`src/rtl/dmem_arbiter_if.sv`:
```
// Bus bundle between two requesting ports, the arbiter and a 16 x 8 data memory.
// The arbiter takes the slave view; requesters plus memory take the master view.
interface dmem_arbiter_if;
  logic       req0;
  logic       we0;
  logic       lock0;
  logic [3:0] addr0;
  logic [7:0] wdata0;
  logic       gnt0;
  logic       rvalid0;
  logic [7:0] rdata0;

  logic       req1;
  logic       we1;
  logic       lock1;
  logic [3:0] addr1;
  logic [7:0] wdata1;
  logic       gnt1;
  logic       rvalid1;
  logic [7:0] rdata1;

  logic [3:0] mem_addr;
  logic [7:0] mem_wdata;
  logic       mem_we;
  logic [7:0] mem_rdata;

  modport slave (
    input  req0, we0, lock0, addr0, wdata0,
    input  req1, we1, lock1, addr1, wdata1,
    input  mem_rdata,
    output gnt0, rvalid0, rdata0,
    output gnt1, rvalid1, rdata1,
    output mem_addr, mem_wdata, mem_we
  );

  modport master (
    output req0, we0, lock0, addr0, wdata0,
    output req1, we1, lock1, addr1, wdata1,
    output mem_rdata,
    input  gnt0, rvalid0, rdata0,
    input  gnt1, rvalid1, rdata1,
    input  mem_addr, mem_wdata, mem_we
  );
endinterface

```
`src/rtl/dmem_arbiter.sv`:
```
// Two-port round-robin data-memory arbiter with bounded exclusive locks.
// One access per cycle; read data is registered and flagged by a one-cycle rvalid.
module dmem_arbiter #(
  parameter int unsigned LOCK_MAX = 16
) (
  input logic           clk,
  input logic           rst_n,
  dmem_arbiter_if.slave bus
);

  typedef enum logic [1:0] {ARB, LOCK0, LOCK1} state_t;

  state_t     state, state_nxt;
  logic       prio, prio_nxt;
  logic [7:0] cnt, cnt_nxt;
  logic       active;
  logic       gnt0, gnt1;
  logic       cnt_done;
  logic       rvalid0, rvalid1;
  logic [7:0] rdata0, rdata1;
  logic [3:0] mem_addr;
  logic [7:0] mem_wdata;
  logic       mem_we;

  // The counter is checked before its increment, so release fires when the
  // incremented value would reach LOCK_MAX-1: LOCK_MAX grants including the ARB one.
  assign cnt_done = (cnt == 8'(LOCK_MAX - 2));

  always_ff @(posedge clk or negedge rst_n) begin
    if (!rst_n) begin
      state  <= ARB;
      prio   <= 1'b0;
      cnt    <= '0;
      active <= 1'b0;
    end else begin
      state  <= state_nxt;
      prio   <= prio_nxt;
      cnt    <= cnt_nxt;
      active <= 1'b1;
    end
  end

  always_comb begin
    state_nxt = state;
    prio_nxt  = prio;
    cnt_nxt   = cnt;
    gnt0      = 1'b0;
    gnt1      = 1'b0;
    unique case (state)
      ARB: begin
        cnt_nxt = '0;
        if (active) begin
          if (bus.req0 && (!bus.req1 || !prio)) gnt0 = 1'b1;
          else if (bus.req1)                    gnt1 = 1'b1;
        end
        if (gnt0) begin
          prio_nxt = 1'b1;
          if (bus.lock0) state_nxt = LOCK0;
        end else if (gnt1) begin
          prio_nxt = 1'b0;
          if (bus.lock1) state_nxt = LOCK1;
        end
      end
      LOCK0: begin
        gnt0    = bus.req0 && active;
        cnt_nxt = cnt + 8'd1;
        if (cnt_done || (gnt0 && !bus.lock0)) begin
          state_nxt = ARB;
          prio_nxt  = 1'b1;
        end
      end
      LOCK1: begin
        gnt1    = bus.req1 && active;
        cnt_nxt = cnt + 8'd1;
        if (cnt_done || (gnt1 && !bus.lock1)) begin
          state_nxt = ARB;
          prio_nxt  = 1'b0;
        end
      end
      default: state_nxt = ARB;
    endcase
  end

  always_comb begin
    mem_addr  = '0;
    mem_wdata = '0;
    mem_we    = 1'b0;
    if (gnt0) begin
      mem_addr  = bus.addr0;
      mem_wdata = bus.wdata0;
      mem_we    = bus.we0;
    end else if (gnt1) begin
      mem_addr  = bus.addr1;
      mem_wdata = bus.wdata1;
      mem_we    = bus.we1;
    end
  end

  always_ff @(posedge clk or negedge rst_n) begin
    if (!rst_n) begin
      rvalid0 <= 1'b0;
      rvalid1 <= 1'b0;
      rdata0  <= '0;
      rdata1  <= '0;
    end else begin
      rvalid0 <= gnt0 && !bus.we0;
      rvalid1 <= gnt1 && !bus.we1;
      if (gnt0 && !bus.we0) rdata0 <= bus.mem_rdata;
      if (gnt1 && !bus.we1) rdata1 <= bus.mem_rdata;
    end
  end

  assign bus.gnt0      = gnt0;
  assign bus.gnt1      = gnt1;
  assign bus.rvalid0   = rvalid0;
  assign bus.rvalid1   = rvalid1;
  assign bus.rdata0    = rdata0;
  assign bus.rdata1    = rdata1;
  assign bus.mem_addr  = mem_addr;
  assign bus.mem_wdata = mem_wdata;
  assign bus.mem_we    = mem_we;

  a_one_grant: assert property (@(posedge clk) disable iff (!rst_n) !(gnt0 && gnt1));

endmodule

```
`src/flat_wrapper.sv`:
```
// flat-port wrapper written by rule: the top's interface ports become plain ports
module dmem_arbiter_flat 
#(
  parameter int unsigned LOCK_MAX = 16
)
  (clk, rst_n, bus_req0, bus_we0, bus_lock0, bus_addr0, bus_wdata0, bus_req1, bus_we1, bus_lock1, bus_addr1, bus_wdata1, bus_mem_rdata, bus_gnt0, bus_rvalid0, bus_rdata0, bus_gnt1, bus_rvalid1, bus_rdata1, bus_mem_addr, bus_mem_wdata, bus_mem_we);
  dmem_arbiter_if bus_i ();
  input logic clk;
  input logic rst_n;
  input wire logic [$bits(bus_i.req0)-1:0] bus_req0;
  input wire logic [$bits(bus_i.we0)-1:0] bus_we0;
  input wire logic [$bits(bus_i.lock0)-1:0] bus_lock0;
  input wire logic [$bits(bus_i.addr0)-1:0] bus_addr0;
  input wire logic [$bits(bus_i.wdata0)-1:0] bus_wdata0;
  input wire logic [$bits(bus_i.req1)-1:0] bus_req1;
  input wire logic [$bits(bus_i.we1)-1:0] bus_we1;
  input wire logic [$bits(bus_i.lock1)-1:0] bus_lock1;
  input wire logic [$bits(bus_i.addr1)-1:0] bus_addr1;
  input wire logic [$bits(bus_i.wdata1)-1:0] bus_wdata1;
  input wire logic [$bits(bus_i.mem_rdata)-1:0] bus_mem_rdata;
  output wire logic [$bits(bus_i.gnt0)-1:0] bus_gnt0;
  output wire logic [$bits(bus_i.rvalid0)-1:0] bus_rvalid0;
  output wire logic [$bits(bus_i.rdata0)-1:0] bus_rdata0;
  output wire logic [$bits(bus_i.gnt1)-1:0] bus_gnt1;
  output wire logic [$bits(bus_i.rvalid1)-1:0] bus_rvalid1;
  output wire logic [$bits(bus_i.rdata1)-1:0] bus_rdata1;
  output wire logic [$bits(bus_i.mem_addr)-1:0] bus_mem_addr;
  output wire logic [$bits(bus_i.mem_wdata)-1:0] bus_mem_wdata;
  output wire logic [$bits(bus_i.mem_we)-1:0] bus_mem_we;
  assign bus_i.req0 = bus_req0;
  assign bus_i.we0 = bus_we0;
  assign bus_i.lock0 = bus_lock0;
  assign bus_i.addr0 = bus_addr0;
  assign bus_i.wdata0 = bus_wdata0;
  assign bus_i.req1 = bus_req1;
  assign bus_i.we1 = bus_we1;
  assign bus_i.lock1 = bus_lock1;
  assign bus_i.addr1 = bus_addr1;
  assign bus_i.wdata1 = bus_wdata1;
  assign bus_i.mem_rdata = bus_mem_rdata;
  assign bus_gnt0 = bus_i.gnt0;
  assign bus_rvalid0 = bus_i.rvalid0;
  assign bus_rdata0 = bus_i.rdata0;
  assign bus_gnt1 = bus_i.gnt1;
  assign bus_rvalid1 = bus_i.rvalid1;
  assign bus_rdata1 = bus_i.rdata1;
  assign bus_mem_addr = bus_i.mem_addr;
  assign bus_mem_wdata = bus_i.mem_wdata;
  assign bus_mem_we = bus_i.mem_we;
  dmem_arbiter #(.LOCK_MAX(LOCK_MAX)) u_core (.clk(clk), .rst_n(rst_n), .bus(bus_i));
endmodule
```
`config.mk`:
```
export PLATFORM = sky130hd
export DESIGN_NAME = dmem_arbiter_flat
export DESIGN_NICKNAME = d
export VERILOG_FILES = /design/src/rtl/dmem_arbiter_if.sv /design/src/rtl/dmem_arbiter.sv /design/src/flat_wrapper.sv
export SDC_FILE = /design/constraint.sdc
export NUM_CORES = 1
export LEC_CHECK = 0
export CAP_MARGIN = 40
export CORE_MARGIN = 10
export CORE_UTILIZATION = 37
export DETAILED_ROUTE_END_ITERATION = 7
export PLACE_DENSITY = 0.76
export SETUP_SLACK_MARGIN = 0.02
export SLEW_MARGIN = 5
export SYNTH_ARGS = -nofsm -noshare
export SYNTH_HDL_FRONTEND = slang
export SYNTH_SLANG_ARGS = --single-unit
```
`constraint.sdc`:
```
create_clock -name clk -period 2.1 [get_ports clk]
set_input_delay 0.315 -clock clk [delete_from_list [all_inputs] [get_ports clk]]
set_output_delay 0.315 -clock clk [all_outputs]
set_load 0.05 [all_outputs]
```
* Word-level counts from Yosys, hierarchy flattened
Cells that the tools add are included.
Cells by class: add/sub/neg operators 1, equality and inequality tests 8, muxes and demuxes 28, reductions and logical operators 22
Operators with widths (count):
- $mux W8 | 2
- $pmux W8 S2 | 1
- $mux W1 | 13
- $mux W2 | 6
- $add A8 B1 Y8 const B | 1
- $eq A8 B4 Y1 const B | 1
- $mux W4 | 2
- $logic_and A1 B1 Y1 | 7
- $logic_not A1 Y1 | 6
- $pmux W2 S3 | 1
- $reduce_and A5 Y1 | 1
- $ne A2 B1 Y1 const B | 2
- $pmux W1 S2 | 2
- $reduce_and A4 Y1 | 1
- $logic_or A1 B1 Y1 | 3
- $ne A3 B1 Y1 const B | 1
- $ne A3 B2 Y1 const B | 1
- $ne A3 B3 Y1 const B | 1
- $pmux W1 S3 | 1
- $reduce_bool A3 Y1 | 1
- $eq A2 B1 Y1 const B | 1
- $eq A2 B2 Y1 const B | 1
- $logic_not A2 Y1 | 1
- $reduce_bool A2 Y1 | 1
- $reduce_or A2 Y1 | 1
Word-level totals: bits in registers 30, word-level logic and storage cells 67

* Logic depth before layout (Yosys ltp)
depth in word-level cells 9, depth in mapped cells 7, gate-level depth less buffers 6

* Least setup slack after synthesis
No wires, ideal clock.
path kind register -> output, start reg u_core.state[0], end out bus_mem_addr[1], arrival 2.359 ns, required time 1.785 ns, setup slack -0.574 ns, stages on the path, launching flop included 7, path buffers 1, path through dfrtp_1 inv_1 ha_1 a21boi_0 o21ba_1 clkbuf_1 a22o_1
On the way: elaborated cells between the ends (all ways) 7
RTL lines:
- start, declared | line dmem_arbiter.sv:13 | state_t state, state_nxt;
- start signal, assigned | line dmem_arbiter.sv:36 | state <= state_nxt;
- $eq A2 B1 Y1 / $logic_not A2 Y1 (equally long branches) | line dmem_arbiter.sv:49 | unique case (state)
- $pmux W1 S2 * | line dmem_arbiter.sv:49
- net bus_gnt0 | line flat_wrapper.sv:21 | output wire logic [$bits(bus_i.gnt0)-1:0] bus_gnt0;
- $mux W4 * | line dmem_arbiter.sv:88 | if (gnt0) begin
- end, declared | line flat_wrapper.sv:27 | output wire logic [$bits(bus_i.mem_addr)-1:0] bus_mem_addr;
The timed path passes the listed nets; every way through them passes the cells marked *.

* Worst setup path after layout
start reg u_core.state[1], end out bus_mem_we
On the way: longest elaborated chain between the ends 4, elaborated cells between the ends (all ways) 7
RTL lines:
- $eq A2 B2 Y1 / $logic_not A2 Y1 (equally long branches) | line dmem_arbiter.sv:49
- $pmux W1 S2 | line dmem_arbiter.sv:49
- $mux W1 | line dmem_arbiter.sv:92 | end else if (gnt1) begin
- $mux W1 * | line dmem_arbiter.sv:88
- end, declared | line flat_wrapper.sv:29 | output wire logic [$bits(bus_i.mem_we)-1:0] bus_mem_we;
Mark *: on every way between the ends. The rest lies on a longest branch, timed or not.

==> results.yml <==
floorplanning:
  boundaryPins: 73
  fp.dieH_um: 85.07
  die-area_um2: 7236
  die_w_um: 85.07
  core_um2: 4058
  start_util_pct: 38.61
  num_rows: 23
clock_network:
  cts_root_buf: "clkbuf_8"
  clk_path_buf_depth: 2
  htreeDepth: 2
  cts.sinks: 30
  cts.clk_slew.worst_paths_ps: 60
  cts_tree: "done"
  numCtsBuffers: 5
  cts_hold_buffers: 0
  clock_latency_ps: 280
routing:
  drc: 0
  route.vias.total: 1429
  wl_per_cell_um: 18.29
  drt_iter0_markers: 61
  wirelength_um: 5232
  vias_per_cell: 4.997
  drtAntennaViolNets: 0
  dr.pass1.iters: 4
synth:
  netlist.area_leader.share_pct: 47.92
  syn_area_per_cell_um2: 11.52
  synth_ff_type: "dfrtp_1"
  synthArstFlopShare_pct: 100.0
  synth.distinct_cells: 32
  synth-edff-count: 0
  synth_top_area_cell: "dfrtp_1"
  postSynthCellCount: 136
  synth_nets: 182
  synth-warning-count: 0
  synth_seq_cells: 30
  synthTopCellsByArea: "dfrtp_1, mux2_2, a22o_1, ha_1, nand2_1"
  ys_seq_area_share_pct: 47.92
  synth_area_um2: 1567
status:
  violations: "setup timing"
  status: "finished with violations"
timing:
  fin_crit_ps: 2276
  worst_slew_pin_slew_ps: 524.4
  drv_slew: 0
  setup_viol: 14
  fmax_mhz: 439.4
  finalCritPeriodShare_pct: 108.4
  worst_clock_skew_ps: 5.534
  rsz0062_at_grt: "true"
  whs_ps: 420.6
  hold_viol_final: 0
  relSlewSlack_pct: 64.93
  fin_ws_ps: -175.6
placement:
  hpwl_um: 4170
  place.gp.congestion: 0.8224
  portBuffers: 72
  dp.cells: 271
setup_path:
  worst_setup_path_end_kind: "primary output"
  crit_fanout: 6
  crit_type: "reg -> out"
  startpoint_type: "flop"
  arrival_ps: 1960
  worstPathRequired_ps: 1780
  r2r_slack_ps: 160
grt:
  grt_max_degree: 31
  grt_overflow: 0
  antenna_found_initial: 0
  grt_pass1_vias: 1610
  grt_pass1_wl_um: 8342
  track_usage_pct: 14.36
hold_path:
  min_path_type: "in -> async"
power_and_ir_drop:
  p_per_area_nw_per_um2: 1290
  ir_drop_uv: 919.5
  p_leak_nw: 1.266
layout:
  antenna_cells: 0
  drive_above_1_share_pct: 37.29
  final_cell_count_no_fill: 286
  area_delta_synth_final_pct: 85.46
  layout.nets: 281
run:
  cap_violations: 0
-- per-stage QoR --
stage | utilization, % | power, mW | setup slack, ps | area [um^2] | TNS (ps)
finish | 71.60 | 3.747 | -175.6 | 2905 | -1824
global route | 71.60 | 3.941 | -234.8 | 2905 | -2559
CTS | 71.05 | 3.758 | -243.0 | 2883 | -2555
detailed placement | 66.42 | 3.137 | -149.7 | 2695 | -1229
global placement | 66.14 | 3.077 | -526.2 | 2684 | -5922
floorplan | - | 2.230 | 42.17 | 1673 | 0
-- cell families (layout without fill, tap and decap cells) --
logic type,Yosys count,count (layout),share of synthesized area (%)
compound gates,33,33,16.69
xor+xnor,3,3,1.678
fa+ha+maj,6,6,4.792
buf+inv,8,108,2.077
flops,30,30,47.92
mux,18,18,13.18
other cells,1,1,0.2394
simple gates,37,37,13.42
-- state kept, by name, indices dropped and copies added (netlist names) --
signal              cells
u_core.bus.rdata1       8
u_core.bus.rvalid1      1
u_core.active           1
u_core.cnt              8
u_core.bus.rdata0       8
u_core.bus.rvalid0      1
u_core.prio             1
u_core.state            2
-- layout make-up --
cell class / instances / area [um^2]
fill: 286 / 1152
timing repair buffer: 96 / 1046
multi-input combinational: 98 / 939.7
sequential: 30 / 750.7
clock buffer: 7 / 86.33
tap: 50 / 62.56
inverter: 4 / 15.01
clock inverter: 1 / 5.005
-- Yosys cell counts, types with 2 or more instances --
| cell | count |
|---|---|
| dfrtp_1 | 30 |
| ha_1 | 6 |
| mux2_2 | 17 |
| a21o_1 | 2 |
| nand2b_1 | 5 |
| clkbuf_1 | 2 |
| xnor2_1 | 3 |
| nor2b_1 | 2 |
| o21ai_0 | 5 |
| a22o_1 | 14 |
| a21oi_1 | 3 |
| nor2_1 | 5 |
| buf_2 | 2 |
| nand3b_1 | 2 |
| nand3_1 | 3 |
| inv_1 | 4 |
| o2111a_1 | 2 |
| a311o_1 | 2 |
| nand2_1 | 10 |
| nor3_1 | 5 |
-- worst paths after layout --
path                                           start                    to  cells past startpoint
worst max-delay path                 u_core.state[1]            bus_mem_we                      8
worst min-delay path                           rst_n    u_core.bus.rvalid1                      2
worst max register to register       u_core.state[1]  u_core.bus.rdata0[0]                      8
worst min register to register  u_core.bus.rdata0[6]  u_core.bus.rdata0[6]                      1
max in group asynchronous                      rst_n  u_core.bus.rdata1[1]                      2
min in group clk                u_core.bus.rdata0[6]  u_core.bus.rdata0[6]                      1
-- report_power, final --
part	switching [mW]	leakage [nW]	total (mW)	internal (mW)
combinational	1.31	0.838	2.37	1.06
clock	0.209	0.0482	0.472	0.264
sequential	0.126	0.380	0.905	0.779
total	1.65	1.27	3.75	2.10
-- routing by layer --
layer,routed length (um),GRT usage (%)
met5,0,0
met4,74,3.892
met3,442,7.170
met2,2821,25.75
met1,1893,14.28
-- timing repair --
item	in CTS	in global routing
setup buffers	5	2
setup endpoints to repair	14	14
pin swaps	5	5
gates cloned	1	0
resized for setup	15	5
-- cell usage in the layout (no fill, tap or decap), drive strengths merged --
cell type / count
a21boi: 1
a21o: 2
a21oi: 3
a22o: 14
a22oi: 1
a311o: 2
buf: 39
clkbuf: 7
clkdlybuf4s50: 57
clkinv: 1
conb: 1
dfrtp: 30
ha: 6
inv: 4
mux2: 18
nand2: 10
nand2b: 5
nand3: 3
nand3b: 2
nor2: 5
nor2b: 2
nor3: 7
nor4: 1
nor4b: 1
o2111a: 2
o21ai: 6
o21ba: 1
o31ai: 1
or4b: 1
xnor2: 3
-- critical path: stages, from the launching register on --
cell	delay, ps
dfrtp_1	380
inv_2	80
ha_4	170
a21boi_4	130
o21ba_4	210
nor3_4	190
buf_6	180
a22o_1	180
buf_12	150
(Power assumes the default switching activity.)
